<file path="src/rtl/mc_pkg.sv">
// Shared types and encodings for the multicycle control unit.
// Build option: MC_COND_EXEC_EN enables ARM conditional execution.
package mc_pkg;

  localparam int unsigned INSTR_W = 20;
  localparam int unsigned FLAGS_W = 4;

  typedef enum logic [3:0] {
    S_FETCH    = 4'd0,
    S_DECODE   = 4'd1,
    S_MEMADR   = 4'd2,
    S_MEMREAD  = 4'd3,
    S_MEMWB    = 4'd4,
    S_MEMWRITE = 4'd5,
    S_EXECUTER = 4'd6,
    S_EXECUTEI = 4'd7,
    S_ALUWB    = 4'd8,
    S_BRANCH   = 4'd9
  } state_t;

  localparam logic [1:0] OP_DP  = 2'b00;
  localparam logic [1:0] OP_MEM = 2'b01;
  localparam logic [1:0] OP_BR  = 2'b10;

  localparam logic [1:0] ALUB_REG  = 2'b00;
  localparam logic [1:0] ALUB_IMM  = 2'b01;
  localparam logic [1:0] ALUB_FOUR = 2'b10;

  localparam logic [1:0] RES_ALUOUT = 2'b00;
  localparam logic [1:0] RES_RDATA  = 2'b01;
  localparam logic [1:0] RES_ALU    = 2'b10;

  localparam logic [1:0] ALU_ADD = 2'b00;
  localparam logic [1:0] ALU_SUB = 2'b01;
  localparam logic [1:0] ALU_AND = 2'b10;
  localparam logic [1:0] ALU_ORR = 2'b11;

  // Data-processing cmd field, funct[4:1]
  localparam logic [3:0] CMD_AND = 4'b0000;
  localparam logic [3:0] CMD_SUB = 4'b0010;
  localparam logic [3:0] CMD_ADD = 4'b0100;
  localparam logic [3:0] CMD_CMP = 4'b1010;
  localparam logic [3:0] CMD_ORR = 4'b1100;

  localparam logic [3:0] COND_EQ = 4'b0000;
  localparam logic [3:0] COND_NE = 4'b0001;
  localparam logic [3:0] COND_CS = 4'b0010;
  localparam logic [3:0] COND_CC = 4'b0011;
  localparam logic [3:0] COND_MI = 4'b0100;
  localparam logic [3:0] COND_PL = 4'b0101;
  localparam logic [3:0] COND_VS = 4'b0110;
  localparam logic [3:0] COND_VC = 4'b0111;
  localparam logic [3:0] COND_HI = 4'b1000;
  localparam logic [3:0] COND_LS = 4'b1001;
  localparam logic [3:0] COND_GE = 4'b1010;
  localparam logic [3:0] COND_LT = 4'b1011;
  localparam logic [3:0] COND_GT = 4'b1100;
  localparam logic [3:0] COND_LE = 4'b1101;
  localparam logic [3:0] COND_AL = 4'b1110;

  // Registered Moore controls driven to the datapath
  typedef struct packed {
    logic       pcwrite;
    logic       irwrite;
    logic       memwrite;
    logic       regwrite;
    logic       adrsrc;
    logic       alusrca;
    logic [1:0] alusrcb;
    logic [1:0] resultsrc;
  } ctl_t;

  // Control encoding for a state, given the latched condition result
  function automatic ctl_t ctl_for(input state_t s, input logic cond,
                                   input logic cmp, input logic rd15);
    ctl_t c;
    logic wr;
    c  = '0;
    wr = 1'b0;
    case (s)
      S_FETCH: begin
        c.irwrite   = 1'b1;
        c.alusrca   = 1'b1;
        c.alusrcb   = ALUB_FOUR;
        c.resultsrc = RES_ALU;
        c.pcwrite   = 1'b1;
      end
      S_DECODE: begin
        c.alusrca   = 1'b1;
        c.alusrcb   = ALUB_FOUR;
        c.resultsrc = RES_ALU;
      end
      S_MEMADR:   c.alusrcb = ALUB_IMM;
      S_MEMREAD:  c.adrsrc  = 1'b1;
      S_MEMWB: begin
        wr          = cond;
        c.resultsrc = RES_RDATA;
        c.regwrite  = wr;
        c.pcwrite   = wr & rd15;
      end
      S_MEMWRITE: begin
        c.adrsrc   = 1'b1;
        c.memwrite = cond;
      end
      S_EXECUTER: c.alusrcb = ALUB_REG;
      S_EXECUTEI: c.alusrcb = ALUB_IMM;
      S_ALUWB: begin
        wr         = cond & ~cmp;
        c.regwrite = wr;
        c.pcwrite  = wr & rd15;
      end
      S_BRANCH: begin
        c.alusrcb   = ALUB_IMM;
        c.resultsrc = RES_ALU;
        c.pcwrite   = cond;
      end
      default: c = '0;
    endcase
    return c;
  endfunction

  // ALU operation for a data-processing cmd; unknown cmds fall back to ADD
  function automatic logic [1:0] alu_decode(input logic [3:0] cmd);
    case (cmd)
      CMD_ADD: return ALU_ADD;
      CMD_SUB: return ALU_SUB;
      CMD_CMP: return ALU_SUB;
      CMD_AND: return ALU_AND;
      CMD_ORR: return ALU_ORR;
      default: return ALU_ADD;
    endcase
  endfunction

  // Arithmetic ops are the only ones that produce meaningful C and V
  function automatic logic is_arith(input logic [3:0] cmd);
    return (cmd == CMD_ADD) || (cmd == CMD_SUB) || (cmd == CMD_CMP);
  endfunction

endpackage

</file>
<file path="src/rtl/cond_logic.sv">
// NZCV flags register, condition check and latched condition result.
// Build option: MC_COND_EXEC_EN; when undefined every instruction executes.
module cond_logic
  import mc_pkg::*;
(
  input  logic               clk,
  input  logic               reset,
  input  logic [3:0]         i_cond,
  input  logic [FLAGS_W-1:0] i_aluflags,
  input  logic               i_decode,
  input  logic               i_exec,
  input  logic               i_set_flags,
  input  logic               i_arith,
  output logic               o_cond_next
);

  logic [FLAGS_W-1:0] r_flags;
  logic               w_cond_q;
  logic               w_flag_we;

`ifdef MC_COND_EXEC_EN
  logic r_cond_q;
  logic w_cond_ok;
  logic w_n, w_z, w_c, w_v;

  // Evaluate the condition field against the current flags
  always_comb begin
    w_cond_ok = 1'b0;
    {w_n, w_z, w_c, w_v} = r_flags;
    case (i_cond)
      COND_EQ: w_cond_ok = w_z;
      COND_NE: w_cond_ok = ~w_z;
      COND_CS: w_cond_ok = w_c;
      COND_CC: w_cond_ok = ~w_c;
      COND_MI: w_cond_ok = w_n;
      COND_PL: w_cond_ok = ~w_n;
      COND_VS: w_cond_ok = w_v;
      COND_VC: w_cond_ok = ~w_v;
      COND_HI: w_cond_ok = w_c & ~w_z;
      COND_LS: w_cond_ok = ~w_c | w_z;
      COND_GE: w_cond_ok = (w_n == w_v);
      COND_LT: w_cond_ok = (w_n != w_v);
      COND_GT: w_cond_ok = ~w_z & (w_n == w_v);
      COND_LE: w_cond_ok = w_z | (w_n != w_v);
      COND_AL: w_cond_ok = 1'b1;
      default: w_cond_ok = 1'b0;
    endcase
  end

  // Latch the decision once per instruction so EXECUTE flag writes cannot alter it
  always_ff @(posedge clk) begin
    if (reset) begin
      r_cond_q <= 1'b0;
    end else if (i_decode) begin
      r_cond_q <= w_cond_ok;
    end
  end

  assign w_cond_q    = r_cond_q;
  // Value cond_q holds next cycle, needed by the registered control outputs
  assign o_cond_next = i_decode ? w_cond_ok : r_cond_q;
`else
  logic w_unused_cond;

  assign w_cond_q      = 1'b1;
  assign o_cond_next   = 1'b1;
  assign w_unused_cond = ^{i_cond, i_decode, r_flags};
`endif

  assign w_flag_we = i_exec & i_set_flags & w_cond_q;

  // NZ follow every flag-setting op; CV only arithmetic ones
  always_ff @(posedge clk) begin
    if (reset) begin
      r_flags <= '0;
    end else if (w_flag_we) begin
      r_flags[3:2] <= i_aluflags[3:2];
      if (i_arith) begin
        r_flags[1:0] <= i_aluflags[1:0];
      end
    end
  end

endmodule

</file>
<file path="src/rtl/multicycle_control.sv">
// Multicycle control unit for the ARM-subset datapath: main FSM plus decoders.
// Build option: MC_COND_EXEC_EN enables conditional execution in cond_logic.
module multicycle_control
  import mc_pkg::*;
(
  input  logic               clk,
  input  logic               reset,
  input  logic [INSTR_W-1:0] instr,
  input  logic [FLAGS_W-1:0] aluflags,
  output logic               pcwrite,
  output logic               irwrite,
  output logic               memwrite,
  output logic               regwrite,
  output logic               adrsrc,
  output logic               alusrca,
  output logic [1:0]         alusrcb,
  output logic [1:0]         resultsrc,
  output logic [1:0]         immsrc,
  output logic [1:0]         regsrc,
  output logic [1:0]         alucontrol
);

  state_t     r_state;
  state_t     w_next_state;
  ctl_t       r_ctl;
  logic [3:0] w_cond;
  logic [1:0] w_op;
  logic [5:0] w_funct;
  logic [3:0] w_rd;
  logic [3:0] w_cmd;
  logic       w_cmp;
  logic       w_rd15;
  logic       w_in_exec;
  logic       w_alu_state;
  logic       w_cond_next;
  logic       w_unused_rn;

  assign w_cond      = instr[19:16];
  assign w_op        = instr[15:14];
  assign w_funct     = instr[13:8];
  assign w_rd        = instr[3:0];
  assign w_unused_rn = ^instr[7:4];

  assign w_cmd       = w_funct[4:1];
  assign w_cmp       = (w_cmd == CMD_CMP);
  assign w_rd15      = (w_rd == 4'd15);
  assign w_in_exec   = (r_state == S_EXECUTER) || (r_state == S_EXECUTEI);
  assign w_alu_state = w_in_exec || (r_state == S_ALUWB);

  cond_logic u_cond (
    .clk         (clk),
    .reset       (reset),
    .i_cond      (w_cond),
    .i_aluflags  (aluflags),
    .i_decode    (r_state == S_DECODE),
    .i_exec      (w_in_exec),
    .i_set_flags (w_funct[0]),
    .i_arith     (is_arith(w_cmd)),
    .o_cond_next (w_cond_next)
  );

  // Next-state selection for the main FSM
  always_comb begin
    w_next_state = S_FETCH;
    case (r_state)
      S_FETCH: w_next_state = S_DECODE;
      S_DECODE: begin
        case (w_op)
          OP_MEM:  w_next_state = S_MEMADR;
          OP_DP:   w_next_state = w_funct[5] ? S_EXECUTEI : S_EXECUTER;
          OP_BR:   w_next_state = S_BRANCH;
          default: w_next_state = S_FETCH;
        endcase
      end
      S_MEMADR:   w_next_state = w_funct[0] ? S_MEMREAD : S_MEMWRITE;
      S_MEMREAD:  w_next_state = S_MEMWB;
      S_EXECUTER: w_next_state = S_ALUWB;
      S_EXECUTEI: w_next_state = S_ALUWB;
      default:    w_next_state = S_FETCH;
    endcase
  end

  // State register with controls registered from the state being entered
  always_ff @(posedge clk) begin
    if (reset) begin
      r_state <= S_FETCH;
      r_ctl   <= ctl_for(S_FETCH, 1'b0, 1'b0, 1'b0);
    end else begin
      r_state <= w_next_state;
      r_ctl   <= ctl_for(w_next_state, w_cond_next, w_cmp, w_rd15);
    end
  end

  assign pcwrite   = r_ctl.pcwrite;
  assign irwrite   = r_ctl.irwrite;
  assign memwrite  = r_ctl.memwrite;
  assign regwrite  = r_ctl.regwrite;
  assign adrsrc    = r_ctl.adrsrc;
  assign alusrca   = r_ctl.alusrca;
  assign alusrcb   = r_ctl.alusrcb;
  assign resultsrc = r_ctl.resultsrc;

  // Instruction-field decodes; instr is held stable by the IR after FETCH
  assign immsrc     = w_op;
  assign regsrc     = {w_op == OP_MEM, w_op == OP_BR};
  assign alucontrol = w_alu_state ? alu_decode(w_cmd) : ALU_ADD;

endmodule

</file>
<file path="config.mk">
export PLATFORM = sky130hd
export DESIGN_NAME = multicycle_control
export DESIGN_NICKNAME = d
export VERILOG_FILES = /design/src/rtl/mc_pkg.sv /design/src/rtl/cond_logic.sv /design/src/rtl/multicycle_control.sv
export SDC_FILE = /design/constraint.sdc
export NUM_CORES = 1
export LEC_CHECK = 0
export ABC_AREA = 1
export CORE_UTILIZATION = 31
export CTS_CLUSTER_DIAMETER = 120
export CTS_CLUSTER_SIZE = 14
export DETAILED_ROUTE_END_ITERATION = 7
export PLACE_DENSITY = 0.81
export RECOVER_POWER = 50
export SETUP_SLACK_MARGIN = 0.02
export SYNTH_ARGS = -nofsm -noshare
export SYNTH_HDL_FRONTEND = slang
export SYNTH_SLANG_ARGS = --single-unit
export TNS_END_PERCENT = 10
</file>
<file path="constraint.sdc">
create_clock -name clk -period 1 [get_ports clk]
set_input_delay 0.2 -clock clk [delete_from_list [all_inputs] [get_ports clk]]
set_output_delay 0.2 -clock clk [all_outputs]
set_load 0.005 [all_outputs]
</file>
==> impl_metrics.tcl <==
set metrics [dict create \
    comb_power_share 0.304 \
    fmax_mhz 696 \
    first_global_vias 745 \
    grt_setup_unrepaired "yes" \
    gpl.final_weighted_congestion 0.752 \
    cts-root-to-sink-buffers 2 \
    layout_min_cycle_time_ns 1.44 \
    hold_path_depth 5 \
    place.port_buffers 29 \
    layout.cells.most_common "buf_4" \
    netlist_top_cells_area "dfxtp_1 42%, nand2_1 13%, nor2_1 9.1%" \
    initial_antenna_violation_count 0 \
    fin_ws_ns -0.438 \
    route.detailed.drc 0 \
    cts_tree "built" \
    clock-sinks 13 \
    finalInstanceArea_um2 1180 \
    layout.filler_cells 154 \
    detail_route.vias_per_cell 4.41 \
    clk_root_buffer_cell "clkbuf_4" \
    seq_area_frac_synth 0.421 \
    synth_nets 117 \
    detailed_place.area_um2 1100 \
    final.period_utilization 1.44 \
    fp.dieH_um 46.7 \
    critical_path.startpoint_type "register" \
    dpl.hpwl_mm 1.35 \
    timing.hold.worst.class "input port to register" \
    detail_route.first_pass.iterations 4 \
    top_level_ports 42 \
    vdd_drop_max_v 0.000931 \
    nNetsFinal 174 \
    worstMarginPinSlew_ns 0.156 \
    critical_path.cell_chain "buf_6 -> nand2_4 -> nand2_4 -> buf_6 -> o211ai_1 -> inv_1 -> buf_2" \
    status "finished, violations left" \
    grt_remaining_overflow 0 \
    timing.max_cap.violations 0 \
    clock_skew_ns 0.0107 \
    clock_insertion_delay_worst_skew_ns 0.28 \
    layout_common_cells "23 x buf_4, 17 x nand2_1, 13 x inv_1" \
    detail_route.wirelength_mm 1.81 \
    slew_headroom 0.896 \
    power.total_mw 1.30 \
    layout-drive-gt1-share 0.463 \
    finalHoldViolCount 0 \
    routedWlPerCell_um 10.5 \
    report.final.slew_viol_count 0 \
    core_region_area_um2 1800 \
    synthesis.area_um2 618 \
    die_width_um 46.7 \
    gate_count_post_synth 91 \
    fin_worst_hold_slack_ns 0.487 \
    synth-seq-cells 13 \
    yosysTopAreaCellShare 0.421 \
    critPathRequiredTime_ns 0.80 \
    final_cells 172 \
    p_per_area_nw_per_um2 1110 \
    r2r_cells 10 \
    area_growth_pct 90.3 \
    dr_total_vias 759 \
    cts-htree-levels 1 \
    netSwitchingPower_mw 0.382 \
    cp_data_arrival_time_ns 1.24 \
    first_iter_violations 8 \
    synth.lib_cells_used.distinct 18 \
    clkTransAtPathRegs_ns 0.09 \
    cellInternalPower_mw 0.920 \
    failed_checks "negative setup slack" \
    critical_path.max_fanout 3 \
    grt_start_max_net_pins 9 \
    cpPeakStageDelay_ns 0.37 \
    drtAntennaViolNets 0 \
    power.sequential.fraction 0.447 \
    synth.largest_area_cell "dfxtp_1" \
    static-leakage-power_nw 0.602 \
    placed_instance_count 163 \
    grtUsageTotal 0.188 \
    share_clk_of_total_power 0.249 \
    switching_power_as_a_share_of_total_power 0.293 \
    start_util 0.343 \
    cpMaxStageDelayCell "dfxtp_4" \
    dieArea_um2 2180 \
    rows 15 \
    insertedDiodeCount 0 \
    cts_buffers 3 \
    setup_viol_count_final 17 \
    critPathKind "register to output pin" \
    crit_path_end_kind "output pin" \
    yosysWarningCount 0 \
    global_route_wire_length_before_repair_mm 2.82 \
    avgSynthCellArea_um2 6.79 \
]
==> cell families (layout without fill, tap and decap cells) <==
logic type,Yosys count,count (layout),synth area share
buf+inv,18,74,0.128
simple gates,54,54,0.391
flops,13,13,0.421
compound gates,6,6,0.0607
==> cells in the mapped netlist, drive strengths merged <==
| cell type | number |
|---|---|
| a21oi | 3 |
| a31oi | 1 |
| buf | 3 |
| clkbuf | 1 |
| dfxtp | 13 |
| inv | 14 |
| nand2 | 22 |
| nand3 | 8 |
| nand3b | 1 |
| nand4 | 2 |
| nor2 | 19 |
| nor3 | 2 |
| o211ai | 1 |
| o21ai | 1 |
==> layout make-up <==
type | instances | area [um2] | share of cell area
timing repair buffer | 56 | 440 | 0.374
sequential | 13 | 269 | 0.229
clock buffer | 3 | 22.5 | 0.0191
inverter | 14 | 55.1 | 0.0468
tap | 25 | 31.3 | 0.0266
multi-input combinational | 60 | 353 | 0.300
clock inverter | 1 | 5.00 | 0.00426
==> state kept, by name (all words and copies together) (netlist names) <==
signal and count:
r_state 4, alusrcb 2, resultsrc 2, adrsrc 1, irwrite 1, memwrite 1, pcwrite 1, regwrite 1
==> path summary, 6_finish.rpt <==
path              start             to  slack (ns)
max          r_state[2]  alucontrol[1]       -0.44
min reg2reg  r_state[1]         adrsrc        0.60
min           instr[11]       regwrite        0.49
max reg2reg  r_state[1]        pcwrite       -0.31
==> critical path: cells and delay by family (launching register included) <==
kind	cells	cell delay [ns]
AO/OA/AOI/OAI	1	0.06
AND/OR/NAND/NOR	2	0.12
buffers and inverters	4	0.39
flip-flops	1	0.37
==> power groups by stage <==
stage	clock network (mW)	registers (mW)	logic, mW
after floorplan	0	0.593	0.148
after global placement	0	0.586	0.375
after detailed placement	0	0.588	0.388
after CTS	0.332	0.578	0.378
after global routing	0.358	0.586	0.433
final	0.323	0.582	0.396
==> timing repair <==
item / 4_1_cts / 5_1_grt
buffers inserted: 6 / 0
endpoints found under the setup margin: 29 / 18
resized for setup: 77 / 11
hold buffers: 0 / 0
pin swaps: 7 / 4
==> per-stage QoR <==
stage / TNS (ns) / setup slack (ns) / util
final: -3.70 / -0.438 / 0.653
after global routing: -4.97 / -0.502 / 0.653
after CTS: -3.61 / -0.458 / 0.630
after detailed placement: -8.13 / -0.818 / 0.608
after global placement: -7.54 / -0.725 / 0.608
after floorplan: -0.0534 / -0.0244 / -
==> layer usage <==
layer / track usage / routed length, um / vias up
li1: - / - / 392
met1: 0.173 / 671 / 344
met2: 0.383 / 1040 / 21
met3: 0.0588 / 75 / 2
met4: 0.0514 / 21 / 0
met5: 0 / 0 / -
(Power assumes the default switching activity.)
==> RTL edit 1 (same settings) <==
Re-encode `state_t` (10 states) as one-hot, 10 bits wide.
--- a/src/rtl/mc_pkg.sv
+++ b/src/rtl/mc_pkg.sv
@@ -5,17 +5,17 @@
   localparam int unsigned INSTR_W = 20;
   localparam int unsigned FLAGS_W = 4;
 
-  typedef enum logic [3:0] {
-    S_FETCH    = 4'd0,
-    S_DECODE   = 4'd1,
-    S_MEMADR   = 4'd2,
-    S_MEMREAD  = 4'd3,
-    S_MEMWB    = 4'd4,
-    S_MEMWRITE = 4'd5,
-    S_EXECUTER = 4'd6,
-    S_EXECUTEI = 4'd7,
-    S_ALUWB    = 4'd8,
-    S_BRANCH   = 4'd9
+  typedef enum logic [9:0] {
+    S_FETCH    = 10'b0000000001,
+    S_DECODE   = 10'b0000000010,
+    S_MEMADR   = 10'b0000000100,
+    S_MEMREAD  = 10'b0000001000,
+    S_MEMWB    = 10'b0000010000,
+    S_MEMWRITE = 10'b0000100000,
+    S_EXECUTER = 10'b0001000000,
+    S_EXECUTEI = 10'b0010000000,
+    S_ALUWB    = 10'b0100000000,
+    S_BRANCH   = 10'b1000000000
   } state_t;
 
   localparam logic [1:0] OP_DP  = 2'b00;
Formal check against the unedited RTL: same outputs for any inputs over 10 cycles, from zero or initial values and one cycle with reset high; not proved beyond that.
==> RTL edit 1 against the original RTL <==
The run still ends with setup timing left. Register-to-register slack got worse by 0.29 ns. Power up 41%. Worst setup slack got worse by 0.17 ns. Worst hold slack worse by 0.16 ns. Sequential share of layout area up 4.9 points. Count of clock-buffer cells in the layout up 1. Die area increased by 39%. Sequential cell count is 7 higher. Routed wire length up 37%. Global-route usage shrank 1.3 points. Area after synthesis grew 41%. Clock power up 45%. Design area rose by 26%. Sequential power increased by 50%. Critical path type unchanged.
==> RTL edit 1: results <==
{
  "cpMaxStageDelayCell": "dfxtp_2",
  "met1_usage_pct": 13.98,
  "largest_register_ffs": 10,
  "period_minus_slack_ns": 1.606,
  "nets": 193,
  "skew_ns": 0.01310,
  "status": "complete, but fails checks",
  "hold_depth": 3,
  "cts_root_buf": "clkbuf_4",
  "fin_ws_ns": -0.6056,
  "tns_ns": -6.898,
  "r2r_cells": 12,
  "totalWireLength_mm": 2.483,
  "placed_cells": 184,
  "grt_max_degree": 12,
  "syn-num-nets": 133,
  "hold_path.startpoint": "instr[15]",
  "synthTopCellsByCount": "20 x dfxtp_1, 15 x nor2_1, 14 x inv_1, 14 x nand2_1",
  "irDropWorstVdd_uv": 691.1,
  "slowest_delay_ns": 0.34,
  "syn_area_per_cell_um2": 8.127,
  "crit_fanout": 2,
  "gr-usage-met3_pct": 2.459,
  "vias_per_cell": 4.903,
  "dp_hpwl_mm": 1.704,
  "hold_class": "in -> reg",
  "grt_pass1_vias": 961,
  "critPathTopFamily": "simple AND/OR/NAND/NOR gates",
  "grt_usage_pct": 17.57,
  "layout-drive-gt1-share_pct": 53.61,
  "grt_use_met2_pct": 36.55,
  "holdWs_ns": 0.3317,
  "avgRoutedWirePerCell_um": 12.67,
  "yosysUniqueCellTypes": 23,
  "ys_top_cells_by_area": "dfxtp_1 46%, nor2_1 6.5%, inv_1 6.0%, nand2_1 6.0%, nor2_4 3.9%",
  "seq_area_frac_synth_pct": 46.04,
  "p_leak_uw": 0.0006797,
  "worst_pin_slew_ns": 0.4180,
  "post-place-ws_ns": -0.7675,
  "drt_iter0_markers": 5,
  "grt_pass1_wl_mm": 3.615,
  "r2r-start": "r_state[0]",
  "gp_congestion": 0.7947,
  "clk_latency_ns": 0.31,
  "ff2ff_setup_slack_ns": -0.60,
  "finalSetupViolCount": 22,
  "whs_endpoint": "r_state[2]",
  "failed_checks": "setup timing",
  "cp.arrival_ns": 1.41
}
==> RTL edit 1: worst max path at each step <==
| stage | depth (start not counted) | to | start | slack [ns] |
|---|---|---|---|---|
| final | 7 | alucontrol[0] | r_state[1] | -0.61 |
| after global routing | 7 | alucontrol[0] | r_state[1] | -0.73 |
| after CTS | 7 | alucontrol[0] | r_state[0] | -0.69 |
| after detailed placement | 6 | alucontrol[0] | instr[11] | -0.77 |
| after global placement | 6 | alucontrol[0] | instr[12] | -0.72 |
| after floorplan | 8 | pcwrite | r_state[6] | -0.17 |
==> RTL edit 1: stage by stage <==
step	power (uW)	area, um^2
floorplan	1050	869.6
global placement	1281	1336
detailed placement	1301	1336
CTS	1789	1428
global route	1911	1478
finish	1829	1478
==> RTL edit 1: power groups by stage <==
stage / Clock [uW] / Sequential [uW] / Combinational [uW]
3_5_place_dp: 0 / 885 / 416
2_1_floorplan: 0 / 892 / 158
5_1_grt: 502 / 878 / 531
3_3_place_gp: 0 / 881 / 400
4_1_cts: 473 / 870 / 447
6_report: 468 / 872 / 489
==> RTL edit 1: cell families (layout without fill, tap and decap cells) <==
kind of cell | after synthesis | count (layout) | share of synthesized area, %
buf+inv | 18 | 77 | 8.632
flops | 20 | 20 | 46.04
compound gates | 7 | 7 | 4.892
simple gates | 62 | 62 | 40.43
==> RTL edit 1: cell type report <==
class / count / area [um^2]
clock buffer: 4 / 36.28
tap: 30 / 37.54
sequential: 20 / 410.4
timing repair buffer: 58 / 449.2
multi-input combinational: 69 / 485.5
fill: 232 / 1090
inverter: 15 / 58.81
==> RTL edit 1: repair_timing <==
action / in CTS / in global routing
setup endpoints to repair: 36 / 27
pin swaps: 6 / 13
resized for setup: 83 / 18
buffers inserted: 7 / 1
hold buffers: 0 / 0
==> RTL edit 1: per-layer routing <==
layer  share of wire [%]  vias up
met2                  58       38
met5                   0        -
met3                 4.0       13
met4                 5.4        0
met1                  32      444
li1                    -      466
==> RTL edit 1: worst min-delay path: stages <==
cell and delay, ns:
clkdlybuf4s15_1 0.18, clkbuf_2 0.16, nor4_4 0.05
==> RTL edit 2 (config.mk and constraints unchanged) <==
Without the edit above. Build with the macro `MC_COND_EXEC_EN` defined.
--- a/src/rtl/cond_logic.sv
+++ b/src/rtl/cond_logic.sv
@@ -1,5 +1,7 @@
 // NZCV flags register, condition check and latched condition result.
 // Build option: MC_COND_EXEC_EN; when undefined every instruction executes.
+`define MC_COND_EXEC_EN
+
 module cond_logic
   import mc_pkg::*;
 (
Behaviour: not the same (a bounded check fails within 4 cycles, from zero or initial values and one cycle with reset high).
==> RTL edit 2 against the original RTL <==
The flow still finishes with violations (setup timing). Area after synthesis is 78% higher. Via count is 74% higher. Design area is 65% higher. Non-clock buffer count is 27 higher. Worst setup slack worse by 0.071 ns. Sequential power is 42% higher. Sequential cell count is 6 higher. Power is 46% higher. Routed wire length is 86% higher. Critical endpoint is now alusrcb[0].
==> RTL edit 2: results <==
{
  "status": "complete, but fails checks",
  "failed_checks": "setup timing",
  "ys_top_cells_by_area": "dfxtp_1 35%, nand2_1 11%, inv_1 9.9%, nand3_1 6.8%, nor2_1 5.5%",
  "layout-drive-gt1-share_pct": 45.31,
  "post-place-ws_ns": -0.9126,
  "crit_fanout": 5,
  "finalSetupViolCount": 22,
  "grt_pass1_vias": 1251,
  "skew_ns": 0.001287,
  "hold_depth": 5,
  "slowest_delay_ns": 0.35,
  "gp_congestion": 0.8234,
  "totalWireLength_mm": 3.361,
  "syn-num-nets": 186,
  "grt_max_degree": 12,
  "yosysUniqueCellTypes": 22,
  "nFillCells": 318,
  "r2r_cells": 9,
  "placed_cells": 282,
  "grt_pass1_wl_mm": 5.202,
  "p_leak_uw": 0.0009328,
  "nets": 272,
  "cp.arrival_ns": 1.76,
  "fin_ws_ns": -0.5086,
  "synthTopCellsByCount": "32 x nand2_1, 29 x inv_1, 19 x dfxtp_1",
  "syn_area_per_cell_um2": 6.858,
  "seq_area_frac_synth_pct": 34.66,
  "avgRoutedWirePerCell_um": 11.55,
  "numCtsBuffers": 3,
  "tns_ns": -8.425,
  "clk_latency_ns": 0.31,
  "r2r-start": "r_state[2]",
  "grt_usage_pct": 18.85,
  "r2r-end": "alusrcb[0]",
  "critPathTopFamily": "simple AND/OR/NAND/NOR gates",
  "cpMaxStageDelayCell": "dfxtp_2",
  "maxSlewHeadroom_pct": 81.95,
  "synth_top_flop_cell": "dfxtp_1",
  "clk_pin_slew_ns": 0.11,
  "holdWs_ns": 0.4575,
  "hold_path.startpoint": "instr[15]",
  "vias_per_cell": 4.536,
  "drt_iter0_markers": 46,
  "irDropWorstVdd_uv": 557.8,
  "whs_endpoint": "r_state[1]",
  "placed_area_mm2": 0.001819,
  "dp_hpwl_mm": 2.420,
  "port_buffers": 37
}
[RTL edit 2: cell types whose count changed after synthesis, moves of 5 or more]
cell	unedited run	this run
inv_2	0	7
nand3_1	7	15
o21ai_1	0	5
nand2_1	21	32
inv_1	14	29
dfxtp_1	13	19
[RTL edit 2: layer usage]
layer  vias up  track usage, %  part of all wire, %  routed length (um)
li1        677               -                    -                   -
met1       590           20.76                   41                1362
met2        48           33.95                   54                1804
met3         5           3.782                  4.3                 146
met4         0           9.841                  1.4                  48
met5         -               0                    0                   0
[RTL edit 2: power by group]
group | switching (uW) | internal, uW
logic | 332 | 333
clock network | 253 | 150
registers | 19.1 | 808
[RTL edit 2: repair_timing]
action,in CTS,in global routing
setup endpoints to repair,35,24
endpoints found under the hold margin,0,0
setup buffers,4,2
pin swaps,11,9
resized for setup,87,18
[RTL edit 2: logic make-up after synthesis]
group / synth area share (%)
buf+inv: 13.68
compound gates: 15.05
flops: 34.66
simple gates: 36.60
[RTL edit 2: area by class of cell]
cell class              instances  area [um^2]  area share, %
multi-input cells             103        671.9          34.65
repair buffers                 83        658.1          33.94
flip-flops and latches         19        386.6          19.94
inverters                      36        137.6          7.097
well taps                      46        57.56          2.968
clock buffers                   3        22.52          1.161
clock inverters                 1        5.005         0.2581
[RTL edit 2: how the worst max path moves through the flow]
| stage | to | depth (start not counted) | startpoint | slack, ns |
|---|---|---|---|---|
| 2_1_floorplan | pcwrite | 8 | r_state[3] | -0.17 |
| 3_3_place_gp | alucontrol[1] | 6 | instr[11] | -0.89 |
| 3_5_place_dp | alucontrol[1] | 6 | instr[11] | -0.91 |
| 4_1_cts | alucontrol[0] | 7 | r_state[1] | -0.48 |
| 5_1_grt | memwrite | 8 | r_state[2] | -0.58 |
| 6_report | alusrcb[0] | 9 | r_state[2] | -0.51 |
